### src/rtl/hazard_stall_ctrl.sv
// Pipeline hazard/stall controller: load-use stalls, taken-branch flushes,
// multi-cycle mult/div stall sequencing and saturating perf counters.
module hazard_stall_ctrl #(
  parameter int MD_CYCLES = 4,
  parameter int CNT_BITS  = 32
) (
  input  logic                clk,
  input  logic                rst,
  input  logic [4:0]          id_rs,
  input  logic [4:0]          id_rt,
  input  logic                id_uses_rs,
  input  logic                id_uses_rt,
  input  logic                ex_mem_read,
  input  logic [4:0]          ex_rt,
  input  logic                ex_branch_taken,
  input  logic                ex_md_start,
  input  logic                perf_clear,
  output logic                pc_enable,
  output logic                ifid_enable,
  output logic                ifid_flush,
  output logic                idex_enable,
  output logic                idex_flush,
  output logic                exmem_flush,
  output logic                md_busy,
  output logic [CNT_BITS-1:0] stall_cycles,
  output logic [CNT_BITS-1:0] flush_events
);

  localparam int MD_CNT_W = (MD_CYCLES > 2) ? $clog2(MD_CYCLES) : 1;

  typedef enum logic {
    RUN     = 1'b0,
    MD_WAIT = 1'b1
  } state_t;

  state_t              r_state;
  logic [MD_CNT_W-1:0] r_md_cnt;
  logic [CNT_BITS-1:0] r_stall_cnt;
  logic [CNT_BITS-1:0] r_flush_cnt;

  logic w_run;
  logic w_md_stall;
  logic w_branch;
  logic w_load_use;
  logic w_hazard_match;

  assign w_run          = (r_state == RUN);
  assign w_hazard_match = (id_uses_rs && (id_rs == ex_rt)) ||
                          (id_uses_rt && (id_rt == ex_rt));

  // Priority: mult/div stall, then taken branch, then load-use.
  assign w_md_stall = (w_run && ex_md_start) ||
                      (!w_run && (r_md_cnt != '0));
  assign w_branch   = w_run && !ex_md_start && ex_branch_taken;
  assign w_load_use = w_run && !ex_md_start && !ex_branch_taken &&
                      ex_mem_read && (ex_rt != 5'd0) && w_hazard_match;

  assign pc_enable   = !rst && !w_md_stall && !w_load_use;
  assign ifid_enable = !rst && !w_md_stall && !w_load_use;
  assign idex_enable = !rst && !w_md_stall;
  assign ifid_flush  = !rst && w_branch;
  assign idex_flush  = !rst && (w_branch || w_load_use);
  assign exmem_flush = !rst && w_md_stall;
  assign md_busy     = !rst && !w_run;

  assign stall_cycles = r_stall_cnt;
  assign flush_events = r_flush_cnt;

  always_ff @(posedge clk or posedge rst) begin
    if (rst) begin
      r_state  <= RUN;
      r_md_cnt <= '0;
    end else begin
      case (r_state)
        RUN: begin
          if (ex_md_start) begin
            r_state  <= MD_WAIT;
            r_md_cnt <= MD_CNT_W'(MD_CYCLES - 2);
          end
        end
        MD_WAIT: begin
          // ex_md_start stays high from the held instruction, so it is ignored here.
          if (r_md_cnt == '0) begin
            r_state <= RUN;
          end else begin
            r_md_cnt <= r_md_cnt - MD_CNT_W'(1);
          end
        end
        default: begin
          r_state  <= RUN;
          r_md_cnt <= '0;
        end
      endcase
    end
  end

  always_ff @(posedge clk or posedge rst) begin
    if (rst) begin
      r_stall_cnt <= '0;
      r_flush_cnt <= '0;
    end else if (perf_clear) begin
      r_stall_cnt <= '0;
      r_flush_cnt <= '0;
    end else begin
      if (!pc_enable && (r_stall_cnt != '1)) begin
        r_stall_cnt <= r_stall_cnt + CNT_BITS'(1);
      end
      if (ifid_flush && (r_flush_cnt != '1)) begin
        r_flush_cnt <= r_flush_cnt + CNT_BITS'(1);
      end
    end
  end

endmodule

### config.mk
export PLATFORM = sky130hd
export DESIGN_NAME = hazard_stall_ctrl
export DESIGN_NICKNAME = d
export VERILOG_FILES = /design/src/rtl/hazard_stall_ctrl.sv
export SDC_FILE = /design/constraint.sdc
export NUM_CORES = 1
export LEC_CHECK = 0
export BUFFER_PORTS_ARGS = -buffer_cell sky130_fd_sc_hd__buf_2
export CAP_MARGIN = 10
export CORE_ASPECT_RATIO = 1.75
export CORE_MARGIN = 4
export CORE_UTILIZATION = 54
export CTS_CLUSTER_SIZE = 20
export DETAILED_ROUTE_END_ITERATION = 8
export GPL_TIMING_DRIVEN = 0
export HOLD_SLACK_MARGIN = 0.03
export PLACE_DENSITY_LB_ADDON = 0.15
export SYNTH_ARGS = -nofsm -noshare
export SYNTH_HDL_FRONTEND = slang
export SYNTH_SLANG_ARGS = --single-unit
### constraint.sdc
create_clock -name clk -period 5 [get_ports clk]
set_input_delay 1 -clock clk [delete_from_list [all_inputs] [get_ports clk]]
set_output_delay 1 -clock clk [all_outputs]
set_load 0.005 [all_outputs]
==> metrics.txt, run 1 <==
# TYPE chip_impl_metric gauge
chip_impl_metric{name="power.ir.vdd_worst",unit="mV"} 0.233
chip_impl_metric{name="cts_post_setup_buffers_inserted",unit=""} 0
chip_impl_metric{name="cp_max_fo",unit=""} 68
chip_impl_metric{name="numClockSinks",unit=""} 67
chip_impl_info{name="critical_path_startpoint_category",value="input pin"} 1
chip_impl_metric{name="timing_max_transition_violations_final",unit=""} 0
chip_impl_info{name="top_usage_layer",value="met2"} 1
chip_impl_metric{name="layout.filler_cells",unit=""} 597
chip_impl_metric{name="via_per_inst",unit=""} 6.13
chip_impl_metric{name="cts_max_level",unit=""} 3
chip_impl_info{name="outcome",value="finished, final reports clean"} 1
chip_impl_info{name="worstHoldPathType",value="reg -> reg"} 1
chip_impl_metric{name="synth_top_area_share",unit="%"} 42.8
chip_impl_metric{name="numCtsBuffers",unit=""} 9
chip_impl_metric{name="timing.max_cap.violations",unit=""} 0
chip_impl_metric{name="synth_cell_type_count",unit=""} 48
chip_impl_metric{name="final_layout_size_suffix_gt1_share",unit="%"} 22.4
chip_impl_metric{name="multiInputGateArea",unit="um^2"} 2090
chip_impl_metric{name="worstMarginPinSlew",unit="ns"} 1.16
chip_impl_metric{name="cts-resized-gates",unit=""} 0
chip_impl_metric{name="cp_slowest_stage_delay",unit="ns"} 0.63
chip_impl_metric{name="setup_slack",unit="ns"} 0.831
chip_impl_metric{name="vias",unit=""} 3879
chip_impl_metric{name="layout_utilization",unit="%"} 68.0
chip_impl_metric{name="globalRoute.totalOverflow",unit=""} 0
chip_impl_metric{name="die_height",unit="um"} 121
chip_impl_metric{name="first_global_vias",unit=""} 3844
chip_impl_metric{name="floorplan.initialDensity",unit="%"} 56.3
chip_impl_metric{name="num_io_pins",unit=""} 94
chip_impl_metric{name="detail_route.wirelength",unit="mm"} 10.9
chip_impl_metric{name="synthArstFlopShare",unit="%"} 100
chip_impl_metric{name="grt_first_pass_wirelength",unit="mm"} 17.9
chip_impl_metric{name="largest_net_degree_at_the_start_of_global_routing",unit=""} 69
chip_impl_metric{name="route.antenna.remaining_nets",unit=""} 0
chip_impl_metric{name="coreArea",unit="um^2"} 6960
chip_impl_metric{name="finalSetupViolCount",unit=""} 0
chip_impl_metric{name="chipWidth",unit="um"} 72.4
chip_impl_metric{name="period_needed",unit="ns"} 4.17
chip_impl_metric{name="grt_util_met3",unit="%"} 5.74
chip_impl_metric{name="relSlewSlack",unit="%"} 21.6
chip_impl_info{name="crit_type",value="in -> out"} 1
chip_impl_metric{name="place_worst_setup_slack",unit="ns"} 0.783
chip_impl_metric{name="die_area",unit="um^2"} 8740
chip_impl_metric{name="grt_antenna_before_repair",unit=""} 0
chip_impl_metric{name="gr-usage-met2",unit="%"} 46.7
chip_impl_info{name="critPathMostFrequentCell",value="sky130_fd_sc_hd__buf_2"} 1
chip_impl_info{name="endpoint_kind",value="output port"} 1
chip_impl_metric{name="total_leakage_power",unit="uW"} 0.00210
chip_impl_metric{name="routabilityCongestion",unit=""} 0.953
chip_impl_metric{name="insertion_delay",unit="ns"} 0.34
chip_impl_metric{name="synthesis.yosys.warnings",unit=""} 0
chip_impl_metric{name="placement.cell_area",unit="um^2"} 4490
chip_impl_metric{name="critical_path_required",unit="ns"} 4.00
chip_impl_metric{name="timing_hold_violations_final",unit=""} 0
chip_impl_metric{name="fin_area",unit="um^2"} 4730
chip_impl_metric{name="synth_cells",unit=""} 443
chip_impl_metric{name="synth_enable_flop_cells",unit=""} 0
chip_impl_metric{name="syn_area",unit="um^2"} 3920
chip_impl_metric{name="global_route_usage_over_all_layers",unit="%"} 26.1
chip_impl_info{name="cts.root.buffer_cell",value="sky130_fd_sc_hd__clkbuf_16"} 1
chip_impl_metric{name="clock_transition_at_the_registers_of_the_reported_paths",unit="ns"} 0.05
chip_impl_info{name="synth.largest_area_cell",value="sky130_fd_sc_hd__dfrtp_1"} 1
chip_impl_metric{name="routedWlPerCell",unit="um"} 17.2
chip_impl_info{name="timing.critical_path.slowest_stage_cell",value="sky130_fd_sc_hd__inv_4"} 1
chip_impl_metric{name="total_power",unit="uW"} 1370
chip_impl_metric{name="insertedDiodeCount",unit=""} 0
chip_impl_metric{name="post-route-drc-count",unit=""} 0
chip_impl_metric{name="worstPathArrival",unit="ns"} 3.17
chip_impl_metric{name="final_net_count",unit=""} 572
chip_impl_metric{name="power.density",unit="nW/um^2"} 289
chip_impl_metric{name="floorplan.rows",unit=""} 40
chip_impl_metric{name="ff_latch_area",unit="um^2"} 1680
chip_impl_metric{name="synth_area_per_cell",unit="um^2"} 8.85
chip_impl_metric{name="synth-seq-cells",unit=""} 67
chip_impl_info{name="synth.top_cells.by_area",value="sky130_fd_sc_hd__dfrtp_1 43%, sky130_fd_sc_hd__xnor2_1 6.5%, sky130_fd_sc_hd__nor2_1 5.1%"} 1
chip_impl_metric{name="mappedNetlistNets",unit=""} 469
chip_impl_metric{name="worst_clock_skew",unit="ns"} 0.00749
chip_impl_info{name="rsz0062_at_grt",value="no"} 1
chip_impl_info{name="list_of_cells_traversed_by_the_critical_path",value="buf_2 > inv_4 > nand2_1 > o21a_1 > inv_1 > buf_2 > buf_2 > buf_4 > buf_2"} 1
chip_impl_info{name="postSynth.topFlopCell",value="sky130_fd_sc_hd__dfrtp_1"} 1
chip_impl_metric{name="min_period_over_period",unit="%"} 83.4
chip_impl_metric{name="clock_path_buffers",unit=""} 2
chip_impl_metric{name="dp.final_hpwl",unit="mm"} 7.93
chip_impl_metric{name="drtIter0Drc",unit=""} 235
chip_impl_metric{name="ctsHoldBuffers",unit=""} 0
chip_impl_metric{name="maxClockFrequency",unit="MHz"} 240
chip_impl_info{name="count_leader_synth",value="sky130_fd_sc_hd__dfrtp_1"} 1
chip_impl_metric{name="cp.buffers_inverters",unit=""} 7
chip_impl_info{name="tritoncts",value="built"} 1
chip_impl_info{name="synth.top_cells.by_count",value="67 x sky130_fd_sc_hd__dfrtp_1, 53 x sky130_fd_sc_hd__nor2_1, 32 x sky130_fd_sc_hd__a21oi_1"} 1
chip_impl_metric{name="grt_use_met1",unit="%"} 27.4
chip_impl_info{name="worst_path_dominant_cell_family",value="buffers and inverters"} 1
chip_impl_metric{name="detailedRoute.firstPassIterationCount",unit=""} 5
chip_impl_metric{name="seq_area_frac_synth",unit="%"} 42.8
chip_impl_metric{name="area_growth_syn_to_layout",unit="%"} 20.7
chip_impl_metric{name="port_buffers",unit=""} 92
==> flip-flops by register name, summed over array words and instances, names as in the netlist <==
signal / count
r_md_cnt: 2
r_state: 1
flush_events: 32
stall_cycles: 32
==> layout by cell type, fill, tap and decap left out, drive strengths merged, types with 6 or more instances in the layout <==
master	count
buf	99
dfrtp	67
nor2	54
a21oi	32
nand2	31
xnor2	29
clkbuf	28
nand3	27
nand4	20
inv	17
or4	16
nor3	15
o31ai	15
o21ai	11
or3	10
xor2	9
nor2b	8
and3	8
mux2	7
and2	6
nor4	6
==> cell families after synthesis <==
kind of cell | Yosys count | share of synthesized area (%)
adders and majority gates | 3 | 0.958
DFF | 67 | 42.8
and+or+nand+nor | 215 | 29.8
xor gates and xnor gates | 38 | 8.49
buffers and inverters | 38 | 3.96
AOI/OAI and AO/OA | 74 | 11.7
muxes | 8 | 2.27
==> layer usage <==
layer	wire (um)	part of all wire, %
met1	3920	36
met2	5940	54
met3	540	5.0
met4	495	4.5
met5	0	0
==> metrics by stage <==
step	TNS [ns]	instances	hold WS, ns
floorplan	0	443	0.457
global placement	-1.24	619	0.476
detailed placement	0	619	0.487
CTS	0	633	0.497
global route	0	633	0.536
finish	0	633	0.488
==> worst paths after layout <==
path	start	end	slack [ns]	cells past startpoint
max reg2reg	stall_cycles[5]	stall_cycles[10]	2.02	8
min reg2reg	r_md_cnt[0]	r_md_cnt[0]	0.49	1
max in group asynchronous	rst	stall_cycles[26]	3.54	2
min in group asynchronous	rst	r_state	0.92	2
max	rst	pc_enable	0.83	9
min	r_md_cnt[0]	r_md_cnt[0]	0.49	1
==> power breakdown <==
group          total, uW  leakage, uW  switching, uW  internal [uW]
logic                231      0.00106            145           86.7
registers            586     0.000926           22.6            564
clock network        550     0.000117            219            331
==> final cells by class <==
cell class,instances,share of cell area (%)
buffer,21,1.93
sequential,67,35.4
clock buffer,14,5.16
tap,84,2.22
multi-input combinational,338,44.1
timing repair buffer,92,9.73
inverter,17,1.40
Power figures use the tool's default switching activity.
==> run 2: changes to the inputs <==
--- a/config.mk
+++ b/config.mk
@@ -5,11 +5,12 @@
 export SDC_FILE = /design/constraint.sdc
 export NUM_CORES = 1
 export LEC_CHECK = 0
+export ABC_AREA = 1
 export BUFFER_PORTS_ARGS = -buffer_cell sky130_fd_sc_hd__buf_2
 export CAP_MARGIN = 10
 export CORE_ASPECT_RATIO = 1.75
 export CORE_MARGIN = 4
-export CORE_UTILIZATION = 54
+export CORE_UTILIZATION = 57
 export CTS_CLUSTER_SIZE = 20
 export DETAILED_ROUTE_END_ITERATION = 8
 export GPL_TIMING_DRIVEN = 0
==> constraint.sdc (replaced) <==
create_clock -name clk -period 3.9 [get_ports clk]
set_input_delay 0.78 -clock clk [delete_from_list [all_inputs] [get_ports clk]]
set_output_delay 0.78 -clock clk [all_outputs]
set_load 0.005 [all_outputs]
==> run 2 against run 1 <==
  * Core utilization increased by 1.0 points
  * Clock-buffer cell count down 4
  * Combinational power up 58%
  * Global-route usage rose by 6.2 points
  * Via count up 46%
  * Synthesized cell count increased by 80%
  * Largest cell class unchanged
  * Sequential power increased by 27%
  * Routed wire length rose by 51%
==> metrics.txt, run 2 <==
# TYPE chip_impl_metric gauge
chip_impl_metric{name="power.ir.vdd_worst",unit="mV"} 0.280
chip_impl_metric{name="min_period_over_period",unit="%"} 78.9
chip_impl_info{name="rsz0062_at_grt",value="no"} 1
chip_impl_metric{name="seq_area_frac_synth",unit="%"} 33.0
chip_impl_metric{name="dp.final_hpwl",unit="mm"} 12.9
chip_impl_info{name="count_leader_synth",value="sky130_fd_sc_hd__nand2_1"} 1
chip_impl_metric{name="timing_hold_violations_final",unit=""} 0
chip_impl_metric{name="ctsHoldBuffers",unit=""} 0
chip_impl_metric{name="insertedDiodeCount",unit=""} 0
chip_impl_metric{name="period_needed",unit="ns"} 3.08
chip_impl_metric{name="syn_area",unit="um^2"} 5070
chip_impl_metric{name="synthesis.yosys.warnings",unit=""} 0
chip_impl_metric{name="synth_cell_type_count",unit=""} 32
chip_impl_metric{name="maxClockFrequency",unit="MHz"} 325
chip_impl_metric{name="final_layout_size_suffix_gt1_share",unit="%"} 17.3
chip_impl_info{name="tritoncts",value="built"} 1
chip_impl_metric{name="via_per_inst",unit=""} 5.52
chip_impl_info{name="outcome",value="finished, final reports clean"} 1
chip_impl_metric{name="floorplan.rows",unit=""} 45
chip_impl_metric{name="first_global_vias",unit=""} 5530
chip_impl_info{name="synth.largest_area_cell",value="sky130_fd_sc_hd__dfrtp_1"} 1
chip_impl_metric{name="relSlewSlack",unit="%"} 42.5
chip_impl_metric{name="post_layout_nonfiller_instances",unit=""} 1022
chip_impl_metric{name="placedCellCount",unit=""} 1006
chip_impl_metric{name="synthArstFlopShare",unit="%"} 100
chip_impl_info{name="worstHoldPathType",value="reg -> reg"} 1
chip_impl_metric{name="area_growth_syn_to_layout",unit="%"} 18.0
chip_impl_info{name="synth.top_cells.by_area",value="sky130_fd_sc_hd__dfrtp_1 33%, sky130_fd_sc_hd__nand2_1 20%, sky130_fd_sc_hd__nand3_1 8.6%"} 1
chip_impl_info{name="final_common_cell",value="sky130_fd_sc_hd__nand2_1"} 1
chip_impl_metric{name="timing.max_cap.violations",unit=""} 0
chip_impl_metric{name="globalRoute.totalOverflow",unit=""} 0
chip_impl_metric{name="clock_transition_at_the_registers_of_the_reported_paths",unit="ns"} 0.06
chip_impl_metric{name="grt_first_pass_wirelength",unit="mm"} 26.4
chip_impl_metric{name="synth_cells",unit=""} 797
chip_impl_metric{name="coreArea",unit="um^2"} 8670
chip_impl_metric{name="largest_net_degree_at_the_start_of_global_routing",unit=""} 69
chip_impl_metric{name="cts_max_level",unit=""} 3
chip_impl_metric{name="cp_max_fo",unit=""} 10
chip_impl_info{name="synth.top_cells.by_count",value="269 x sky130_fd_sc_hd__nand2_1, 103 x sky130_fd_sc_hd__nor2_1, 97 x sky130_fd_sc_hd__inv_1"} 1
chip_impl_metric{name="routedWlPerCell",unit="um"} 16.1
chip_impl_metric{name="hold_slack",unit="ns"} 0.545
chip_impl_metric{name="global_route_usage_over_all_layers",unit="%"} 32.3
chip_impl_metric{name="floorplan.initialDensity",unit="%"} 58.5
chip_impl_metric{name="chipWidth",unit="um"} 79.3
chip_impl_metric{name="total_leakage_power",unit="uW"} 0.00317
chip_impl_metric{name="grt_antenna_before_repair",unit=""} 0
chip_impl_metric{name="detail_route.wirelength",unit="mm"} 16.4
chip_impl_metric{name="worstPathArrival",unit="ns"} 2.30
chip_impl_metric{name="mappedNetlistNets",unit=""} 823
chip_impl_metric{name="insertion_delay",unit="ns"} 0.34
chip_impl_metric{name="synth-seq-cells",unit=""} 67
chip_impl_metric{name="die_area",unit="um^2"} 10500
chip_impl_metric{name="numCtsBuffers",unit=""} 9
chip_impl_metric{name="route.antenna.remaining_nets",unit=""} 0
chip_impl_metric{name="num_io_pins",unit=""} 94
chip_impl_info{name="postSynth.topFlopCell",value="sky130_fd_sc_hd__dfrtp_1"} 1
chip_impl_info{name="crit_type",value="in -> out"} 1
chip_impl_info{name="layout.cells.most_common_list",value="269 x sky130_fd_sc_hd__nand2_1, 103 x sky130_fd_sc_hd__nor2_1, 97 x sky130_fd_sc_hd__buf_2"} 1
chip_impl_metric{name="port_buffers",unit=""} 92
chip_impl_metric{name="synth_enable_flop_cells",unit=""} 0
chip_impl_metric{name="post-route-drc-count",unit=""} 0
chip_impl_metric{name="clock_path_buffers",unit=""} 2
chip_impl_metric{name="detailedRoute.firstPassIterationCount",unit=""} 5
chip_impl_metric{name="die_height",unit="um"} 133
chip_impl_metric{name="worst_clock_skew",unit="ns"} 0.00573
chip_impl_metric{name="worstMarginPinSlew",unit="ns"} 0.862
chip_impl_metric{name="power.density",unit="nW/um^2"} 325
chip_impl_metric{name="synth_area_per_cell",unit="um^2"} 6.37
chip_impl_info{name="critical_path_startpoint_category",value="input pin"} 1
chip_impl_metric{name="critical_path_required",unit="ns"} 3.12
chip_impl_metric{name="routabilityCongestion",unit=""} 1.00
chip_impl_metric{name="timing_max_transition_violations_final",unit=""} 0
chip_impl_metric{name="finalSetupViolCount",unit=""} 0
chip_impl_metric{name="final_net_count",unit=""} 926
chip_impl_info{name="cts.root.buffer_cell",value="sky130_fd_sc_hd__clkbuf_16"} 1
chip_impl_metric{name="numClockSinks",unit=""} 67
chip_impl_metric{name="drtIter0Drc",unit=""} 349
chip_impl_metric{name="vias",unit=""} 5644
chip_impl_metric{name="cts_post_setup_buffers_inserted",unit=""} 0
chip_impl_metric{name="synth_top_area_share",unit="%"} 33.0
chip_impl_info{name="endpoint_kind",value="output port"} 1
chip_impl_metric{name="cts-resized-gates",unit=""} 0
run 2: path summary, 6_finish.rpt:
kind | from | endpoint | slack (ns) | cells past startpoint
setup / recovery | ex_rt[4] | pc_enable | 0.82 | 12
hold / removal | r_md_cnt[1] | r_md_cnt[1] | 0.55 | 2
setup reg to reg | flush_events[0] | flush_events[11] | 1.83 | 11
hold reg to reg | r_md_cnt[1] | r_md_cnt[1] | 0.55 | 2
max in group asynchronous | rst | flush_events[21] | 2.68 | 2
min in group asynchronous | rst | r_md_cnt[1] | 0.66 | 2
run 2: kinds of logic after synthesis:
group	Yosys count	synth area share, %
AO/OA/AOI/OAI	31	4.07
XOR/XNOR	25	4.31
adder cells (fa/ha/maj)	3	0.740
buffers and inverters	132	10.8
flip-flops	67	33.0
AND/OR/NAND/NOR	539	47.0
run 2: metal layers:
layer,track usage [%],share of wire (%)
met1,32.0,33
met2,57.8,53
met3,5.25,5.1
met4,25.1,8.6
met5,0,0
run 2: final cells by class:
type,instances,area [um^2]
clock buffer,10,239
fill,841,2680
buffer,25,149
multi-input combinational,598,2850
timing repair buffer,92,460
clock inverter,6,63.8
tap,117,146
inverter,107,404
sequential,67,1680
run 2: critical path: stages:
cell and delay, ns:
sky130_fd_sc_hd__buf_2 0.12, sky130_fd_sc_hd__inv_1 0.08, sky130_fd_sc_hd__nand2_1 0.05, sky130_fd_sc_hd__a21oi_1 0.12
sky130_fd_sc_hd__nand3_1 0.09, sky130_fd_sc_hd__nand2_1 0.06, sky130_fd_sc_hd__nand2_1 0.07, sky130_fd_sc_hd__nand2_2 0.17
sky130_fd_sc_hd__clkbuf_1 0.39, sky130_fd_sc_hd__inv_1 0.10, sky130_fd_sc_hd__buf_4 0.14, sky130_fd_sc_hd__buf_2 0.11
run 2: power breakdown:
group / leakage [uW] / internal [uW] / total, uW / switching [uW]
Combinational: 0.00210 / 120 / 366 / 247
Clock: 0.000145 / 512 / 838 / 325
Sequential: 0.000927 / 723 / 745 / 22.0
run 2: through the flow:
step | TNS, ns | cell area, um^2 | power [uW] | utilization, % | setup slack (ns)
after detailed placement | 0 | 5680 | 1120 | 65.6 | 0.828
after floorplan | 0 | 5070 | 995 | - | 0.340
after CTS | 0 | 5990 | 1950 | 69.0 | 0.818
final | 0 | 5990 | 1950 | 69.0 | 0.823
after global routing | 0 | 5990 | 2030 | 69.0 | 0.645
after global placement | -17.44 | 5680 | 1110 | 65.5 | -0.714
